`config.mk`:
```
export PLATFORM = sky130hd
export DESIGN_NAME = arm_mc_datapath
export DESIGN_NICKNAME = d
export VERILOG_FILES = /design/src/rtl/arm_mc_pkg.sv /design/src/rtl/arm_regfile.sv /design/src/rtl/arm_mc_datapath.sv
export SDC_FILE = /design/constraint.sdc
export NUM_CORES = 2
export LEC_CHECK = 0
export BUFFER_PORTS_ARGS = -buffer_cell sky130_fd_sc_hd__buf_2
export CAP_MARGIN = 20
export CORE_ASPECT_RATIO = 1.4
export CORE_UTILIZATION = 40
export CTS_CLUSTER_DIAMETER = 30
export DETAILED_ROUTE_END_ITERATION = 7
export GPL_TIMING_DRIVEN = 0
export SLEW_MARGIN = 20
export SYNTH_ARGS = -nofsm -noshare
export SYNTH_HDL_FRONTEND = slang
export SYNTH_SLANG_ARGS = --single-unit
```
`constraint.sdc`:
```
create_clock -name clk -period 26.5 [get_ports clk]
set_input_delay 1.325 -clock clk [delete_from_list [all_inputs] [get_ports clk]]
set_output_delay 1.325 -clock clk [all_outputs]
set_load 0.03 [all_outputs]
```
`src/rtl/arm_mc_pkg.sv`:
```
// Shared encodings for the multicycle ARM datapath: control-select enums,
// ALU flag bit positions and the PC register address.
package arm_mc_pkg;

  localparam int unsigned FLAG_N = 3;
  localparam int unsigned FLAG_Z = 2;
  localparam int unsigned FLAG_C = 1;
  localparam int unsigned FLAG_V = 0;

  localparam logic [3:0] R15_ADDR = 4'd15;

  typedef enum logic [1:0] {
    ALU_ADD = 2'b00,
    ALU_SUB = 2'b01,
    ALU_AND = 2'b10,
    ALU_ORR = 2'b11
  } alu_op_e;

  typedef enum logic [1:0] {
    IMM_B8   = 2'b00,
    IMM_B12  = 2'b01,
    IMM_BR   = 2'b10,
    IMM_ZERO = 2'b11
  } imm_src_e;

  typedef enum logic [1:0] {
    SRCA_A      = 2'b00,
    SRCA_PC     = 2'b01,
    SRCA_ALUOUT = 2'b10,
    SRCA_ZERO   = 2'b11
  } src_a_e;

  typedef enum logic [1:0] {
    SRCB_WD   = 2'b00,
    SRCB_IMM  = 2'b01,
    SRCB_FOUR = 2'b10,
    SRCB_ZERO = 2'b11
  } src_b_e;

  typedef enum logic [1:0] {
    RES_ALUOUT = 2'b00,
    RES_DATA   = 2'b01,
    RES_ALU    = 2'b10,
    RES_ZERO   = 2'b11
  } result_src_e;

  function automatic logic [31:0] ror32(input logic [31:0] v, input logic [4:0] sh);
    logic [63:0] d;
    d = {v, v} >> sh;
    return d[31:0];
  endfunction

endpackage

```
`src/rtl/arm_regfile.sv`:
```
// R0-R14 register file, two combinational read ports and one write port.
// Address 15 is not stored: reads return r15_i, writes to it are dropped.
module arm_regfile
  import arm_mc_pkg::*;
#(
  parameter int WIDTH = 32
) (
  input  logic             clk,
  input  logic             reset,
  input  logic             we3_i,
  input  logic [3:0]       ra1_i,
  input  logic [3:0]       ra2_i,
  input  logic [3:0]       wa3_i,
  input  logic [WIDTH-1:0] wd3_i,
  input  logic [WIDTH-1:0] r15_i,
  output logic [WIDTH-1:0] rd1_o,
  output logic [WIDTH-1:0] rd2_o
);

  logic [WIDTH-1:0] rf_q [15];

  always_ff @(posedge clk or posedge reset) begin
    if (reset) begin
      for (int i = 0; i < 15; i++) rf_q[i] <= '0;
    end else if (we3_i && (wa3_i != R15_ADDR)) begin
      rf_q[wa3_i] <= wd3_i;
    end
  end

  // Reads see the pre-edge contents, so a same-cycle write returns the old value.
  assign rd1_o = (ra1_i == R15_ADDR) ? r15_i : rf_q[ra1_i];
  assign rd2_o = (ra2_i == R15_ADDR) ? r15_i : rf_q[ra2_i];

endmodule

```
`src/rtl/arm_mc_datapath.sv`:
```
// Multicycle ARM datapath: PC, IR, register file, staging registers and ALU.
// Define ARM_DP_ROTIMM_EN to rotate the 8-bit immediate right by 2*IR[11:8].
module arm_mc_datapath
  import arm_mc_pkg::*;
#(
  parameter int          WIDTH    = 32,
  parameter logic [31:0] RESET_PC = 32'h0000_0000
) (
  input  logic             clk,
  input  logic             reset,
  input  logic [WIDTH-1:0] ReadData,
  input  logic             PCWrite,
  input  logic             RegWrite,
  input  logic             IRWrite,
  input  logic             AdrSrc,
  input  logic [1:0]       RegSrc,
  input  logic [1:0]       ALUSrcA,
  input  logic [1:0]       ALUSrcB,
  input  logic [1:0]       ResultSrc,
  input  logic [1:0]       ImmSrc,
  input  logic [1:0]       ALUControl,
  output logic [WIDTH-1:0] Adr,
  output logic [WIDTH-1:0] WriteData,
  output logic [19:0]      Instr,
  output logic [3:0]       ALUFlags
);

  logic [WIDTH-1:0] pc_q, pc_d, ir_q, ir_d;
  logic [WIDTH-1:0] data_q, a_q, wd_q, alu_out_q;
  logic [WIDTH-1:0] rd1, rd2, ext_imm, src_a, src_b, b_eff, alu_result, result;
  logic [WIDTH:0]   sum;
  logic [3:0]       ra1, ra2;
  logic             alu_c, alu_v;
  alu_op_e          alu_op;

  assign alu_op = alu_op_e'(ALUControl);

  assign pc_d = PCWrite ? result : pc_q;
  assign ir_d = IRWrite ? ReadData : ir_q;

  always_ff @(posedge clk or posedge reset) begin
    if (reset) begin
      pc_q      <= RESET_PC;
      ir_q      <= '0;
      data_q    <= '0;
      a_q       <= '0;
      wd_q      <= '0;
      alu_out_q <= '0;
    end else begin
      pc_q      <= pc_d;
      ir_q      <= ir_d;
      data_q    <= ReadData;
      a_q       <= rd1;
      wd_q      <= rd2;
      alu_out_q <= alu_result;
    end
  end

  assign ra1 = RegSrc[0] ? R15_ADDR : ir_q[19:16];
  assign ra2 = RegSrc[1] ? ir_q[15:12] : ir_q[3:0];

  // R15 reads return the live ALU result, which is PC+8 during decode.
  arm_regfile #(.WIDTH(WIDTH)) u_regfile (
    .clk   (clk),
    .reset (reset),
    .we3_i (RegWrite),
    .ra1_i (ra1),
    .ra2_i (ra2),
    .wa3_i (ir_q[15:12]),
    .wd3_i (result),
    .r15_i (alu_result),
    .rd1_o (rd1),
    .rd2_o (rd2)
  );

  always_comb begin
    ext_imm = '0;
    case (imm_src_e'(ImmSrc))
`ifdef ARM_DP_ROTIMM_EN
      IMM_B8:   ext_imm = ror32({24'b0, ir_q[7:0]}, {ir_q[11:8], 1'b0});
`else
      IMM_B8:   ext_imm = {24'b0, ir_q[7:0]};
`endif
      IMM_B12:  ext_imm = {20'b0, ir_q[11:0]};
      IMM_BR:   ext_imm = {{6{ir_q[23]}}, ir_q[23:0], 2'b00};
      IMM_ZERO: ext_imm = '0;
    endcase
  end

  always_comb begin
    src_a = '0;
    case (src_a_e'(ALUSrcA))
      SRCA_A:      src_a = a_q;
      SRCA_PC:     src_a = pc_q;
      SRCA_ALUOUT: src_a = alu_out_q;
      SRCA_ZERO:   src_a = '0;
    endcase
    src_b = '0;
    case (src_b_e'(ALUSrcB))
      SRCB_WD:   src_b = wd_q;
      SRCB_IMM:  src_b = ext_imm;
      SRCB_FOUR: src_b = 32'd4;
      SRCB_ZERO: src_b = '0;
    endcase
  end

  always_comb begin
    b_eff      = (alu_op == ALU_SUB) ? ~src_b : src_b;
    sum        = {1'b0, src_a} + {1'b0, b_eff} + {{WIDTH{1'b0}}, alu_op == ALU_SUB};
    alu_result = sum[WIDTH-1:0];
    alu_c      = 1'b0;
    alu_v      = 1'b0;
    case (alu_op)
      ALU_ADD, ALU_SUB: begin
        alu_c = sum[WIDTH];
        alu_v = (src_a[WIDTH-1] == b_eff[WIDTH-1]) && (sum[WIDTH-1] != src_a[WIDTH-1]);
      end
      ALU_AND: alu_result = src_a & src_b;
      ALU_ORR: alu_result = src_a | src_b;
    endcase
  end

  always_comb begin
    ALUFlags         = '0;
    ALUFlags[FLAG_N] = alu_result[WIDTH-1];
    ALUFlags[FLAG_Z] = (alu_result == '0);
    ALUFlags[FLAG_C] = alu_c;
    ALUFlags[FLAG_V] = alu_v;
  end

  always_comb begin
    result = '0;
    case (result_src_e'(ResultSrc))
      RES_ALUOUT: result = alu_out_q;
      RES_DATA:   result = data_q;
      RES_ALU:    result = alu_result;
      RES_ZERO:   result = '0;
    endcase
  end

  assign Adr       = AdrSrc ? result : pc_q;
  assign WriteData = wd_q;
  assign Instr     = ir_q[31:12];

endmodule

```
==> flow_metrics.env <==
export IMPL_holdBufCountCts=0
export IMPL_cp_cell_sequence="buf_2 -> nor2b_1 -> clkbuf_1 -> buf_1 -> clkbuf_1 -> nand2_1 -> o21ai_0 -> ha_1 -> clkbuf_1 -> o21ai_0 -> o21ai_0 -> o22ai_1 -> a31oi_1 -> a41o_1 -> xor2_1 -> mux2i_1 -> nand4_1 -> or4_1 -> nor4_2 -> buf_2"
export IMPL_wl_per_cell_um=31.7
export IMPL_syn_nets=3819
export IMPL_crit_required_ps=25170
export IMPL_cts_root_buffer="clkbuf_16"
export IMPL_synth_area_leaders="dfrtp_1 (47%), mux2i_1 (6.8%), mux4_2 (6.4%)"
export IMPL_vias_per_cell=6.26
export IMPL_num_fill_cells=8325
export IMPL_grt_max_degree=102
export IMPL_postCtsSetupRepairBufs=0
export IMPL_dr_pass1_iters=6
export IMPL_clkLatencyLatePin_ps=770
export IMPL_ys_seq_elements=672
export IMPL_hold_path_class="register to register"
export IMPL_clkSinkCount=672
export IMPL_grt_usage_pct=36.5
export IMPL_ios=138
export IMPL_grt_pass1_wl_mm=237
export IMPL_synth_flop_cell="dfrtp_1"
export IMPL_synth_edf_count=0
export IMPL_ctsResizeCount=0
export IMPL_nets=4086
export IMPL_clk_pin_slew_worst_paths_ps=50
export IMPL_antenna_found_initial=6
export IMPL_p_leak_nw=18.5
export IMPL_yosysTopAreaCellShare_pct=46.7
export IMPL_period_minus_slack_ps=10450
export IMPL_rows=129
export IMPL_yosys_area_top_type="dfrtp_1"
export IMPL_fin_setup_tns_ps=0
export IMPL_numCtsBuffers=130
export IMPL_worst_slew_pin_slew_ps=1320
export IMPL_critPathMaxFanout=10
export IMPL_yosysWarnings=0
export IMPL_core_area_um2=88800
export IMPL_clock_fmax_mhz=95.7
export IMPL_crit_arrival_ps=9130
export IMPL_synthArstFlopShare_pct=100
export IMPL_die_area_um2=91200
export IMPL_setup_violations=0
export IMPL_netlist_area_um2=36000
export IMPL_final_area_um2=43100
export IMPL_placed_cell_area_um2=38400
export IMPL_drv_cap=0
export IMPL_synth_cell_types=76
export IMPL_fin_total_pwr_mw=5.06
export IMPL_cpPeakStageDelay_ps=780
export IMPL_rsz0062_at_grt="no"
export IMPL_status="finished clean"
export IMPL_crit_type="input port to output pin"
export IMPL_dieWidth_um=256
export IMPL_synth_cells=3737
export IMPL_grt_pass1_vias=32900
export IMPL_io_buffers=127
export IMPL_dr_first_iter_drc_count=3877
export IMPL_ys_seq_area_share_pct=46.7
export IMPL_finalMaxSlewViolations=0
export IMPL_ant_nets=0
export IMPL_post_synth_top_count_cell="dfrtp_1"
export IMPL_drcViolationCount=0
export IMPL_ir_drop_mv=0.0745
export IMPL_synth_avg_cell_area_um2=9.63
export IMPL_post_route_period_util_pct=39.4
export IMPL_grt_overflow_total=0
export IMPL_cts_buffer_depth=3
export IMPL_critPathSlowestCell="a31oi_1"
export IMPL_start_kind="input port"
export IMPL_final_hold_viol_count=0
export IMPL_cts_tree="done"
export IMPL_die_y_um=357
export IMPL_p_per_area_nw_per_um2=117
export IMPL_num_vias=33100
export IMPL_ys_top_cells_by_count="dfrtp_1 (672), nor2_1 (479), a21oi_1 (458)"
export IMPL_worst_setup_path_end_kind="output pin"
export IMPL_final_layout_size_suffix_gt1_share_pct=15.9
export IMPL_start_util_pct=40.6
export IMPL_htree_levels=4
export IMPL_hpwl_mm=128
export IMPL_relSlewSlack_pct=12.1
export IMPL_gp_congestion=0.990
export IMPL_finalWirelength_mm=168
export IMPL_synthToLayoutAreaGrowth_pct=19.8
export IMPL_fin_skew_ps=38.1
==> flip-flops by register name, indices dropped and copies added (netlist names) <==
signal	count
WriteData	32
a_q	32
alu_out_q	32
data_q	32
ir_q	32
pc_q	32
u_regfile.rf_q	480
==> area by class of cell <==
type                            instances  area (um2)  area share [%]
Inverter                               36         143           0.331
Multi-Input combinational cell       2677       17600            40.9
Timing Repair Buffer                  135         840            1.95
Buffer                                352        1470            3.40
Antenna cell                            3        7.51          0.0174
Clock inverter                         88        1260            2.92
Clock buffer                          152        3470            8.04
Sequential cell                       672       16800            39.0
Tap cell                             1179        1480            3.42
==> power by group <==
group | leakage [nW] | total, mW | switching (mW) | internal, mW
clock | 2.27 | 1.79 | 0.629 | 1.16
sequential | 8.21 | 1.72 | 0.320 | 1.40
combinational | 8.06 | 1.55 | 0.959 | 0.589
total | 18.5 | 5.06 | 1.91 | 3.15
==> critical path, delay by kind of cell <==
family	cells	cell delay (ps)
buffers and inverters	6	2740
AO/OA/AOI/OAI	6	2100
AND/OR/NAND/NOR	5	1960
multiplexers	1	670
adder cells (fa/ha/maj)	1	170
XOR/XNOR	1	100
==> logic make-up after synthesis <==
logic type                 after synthesis  synth area share, %
AOI/OAI and AO/OA                     1092                 17.8
and+or+nand+nor                       1026                 11.6
buffers and inverters                  388                 4.37
muxes                                  447                 16.4
DFF                                    672                 46.7
adders and majority gates               58                 1.86
xor gates and xnor gates                54                 1.31
==> metal layers <==
| layer | up-vias | track usage, % | share of wire, % |
|---|---|---|---|
| met2 | 2033 | 59.6 | 47 |
| met5 | - | 0 | 0.047 |
| met1 | 16500 | 41.1 | 35 |
| met4 | 8 | 30.3 | 9.4 |
| met3 | 668 | 7.89 | 8.2 |
| li1 | 13900 | - | - |
==> metrics by stage <==
stage | worst slack [ps] | hold WS (ps) | utilization (%) | std cells
2_1_floorplan | 6340 | 462 | - | 3737
3_3_place_gp | -1820 | 479 | 42.9 | 5043
3_5_place_dp | 16460 | 490 | 43.2 | 5051
4_1_cts | 16430 | 500 | 48.6 | 5291
5_1_grt | 16040 | 527 | 48.6 | 5292
6_report | 16050 | 500 | 48.6 | 5294
==> placed cells by master (no fill, tap or decap), types with 15 or more instances in the layout <==
cell,instances
a221oi_1,15
a21o_1,22
clkbuf_16,130
maj3_1,25
mux2_2,99
o22ai_1,26
a21oi_1,456
ha_1,31
o21a_1,15
buf_2,156
o21ai_0,306
a31oi_1,50
clkbuf_1,263
nand3_1,48
buf_1,31
o221ai_1,44
dfrtp_1,672
a311oi_1,27
xnor2_1,44
mux4_2,102
nor2_1,477
clkinvlp_4,15
bufinv_16,21
a211oi_1,29
inv_1,35
buf_4,24
a22oi_1,29
nand2_1,410
mux2i_1,243
==> path summary, 6_finish.rpt <==
check                                                      from                               to  slack [ps]  depth (start not counted)
worst min-delay path            u_regfile.rf_q[387]$_DFFE_PP0P_  u_regfile.rf_q[387]$_DFFE_PP0P_         500                          2
worst max register to register             ir_q[16]$_DFFE_PP0P_   u_regfile.rf_q[62]$_DFFE_PP0P_       19720                         16
max in group asynchronous                                 reset             data_q[20]$_DFF_PP0_       24330                          5
worst min register to register  u_regfile.rf_q[387]$_DFFE_PP0P_  u_regfile.rf_q[387]$_DFFE_PP0P_         500                          2
min in group asynchronous                                 reset  u_regfile.rf_q[416]$_DFFE_PP0P_         530                          2
worst max-delay path                                 ALUSrcA[0]                      ALUFlags[2]       16050                         20
(Power assumes the default switching activity.)
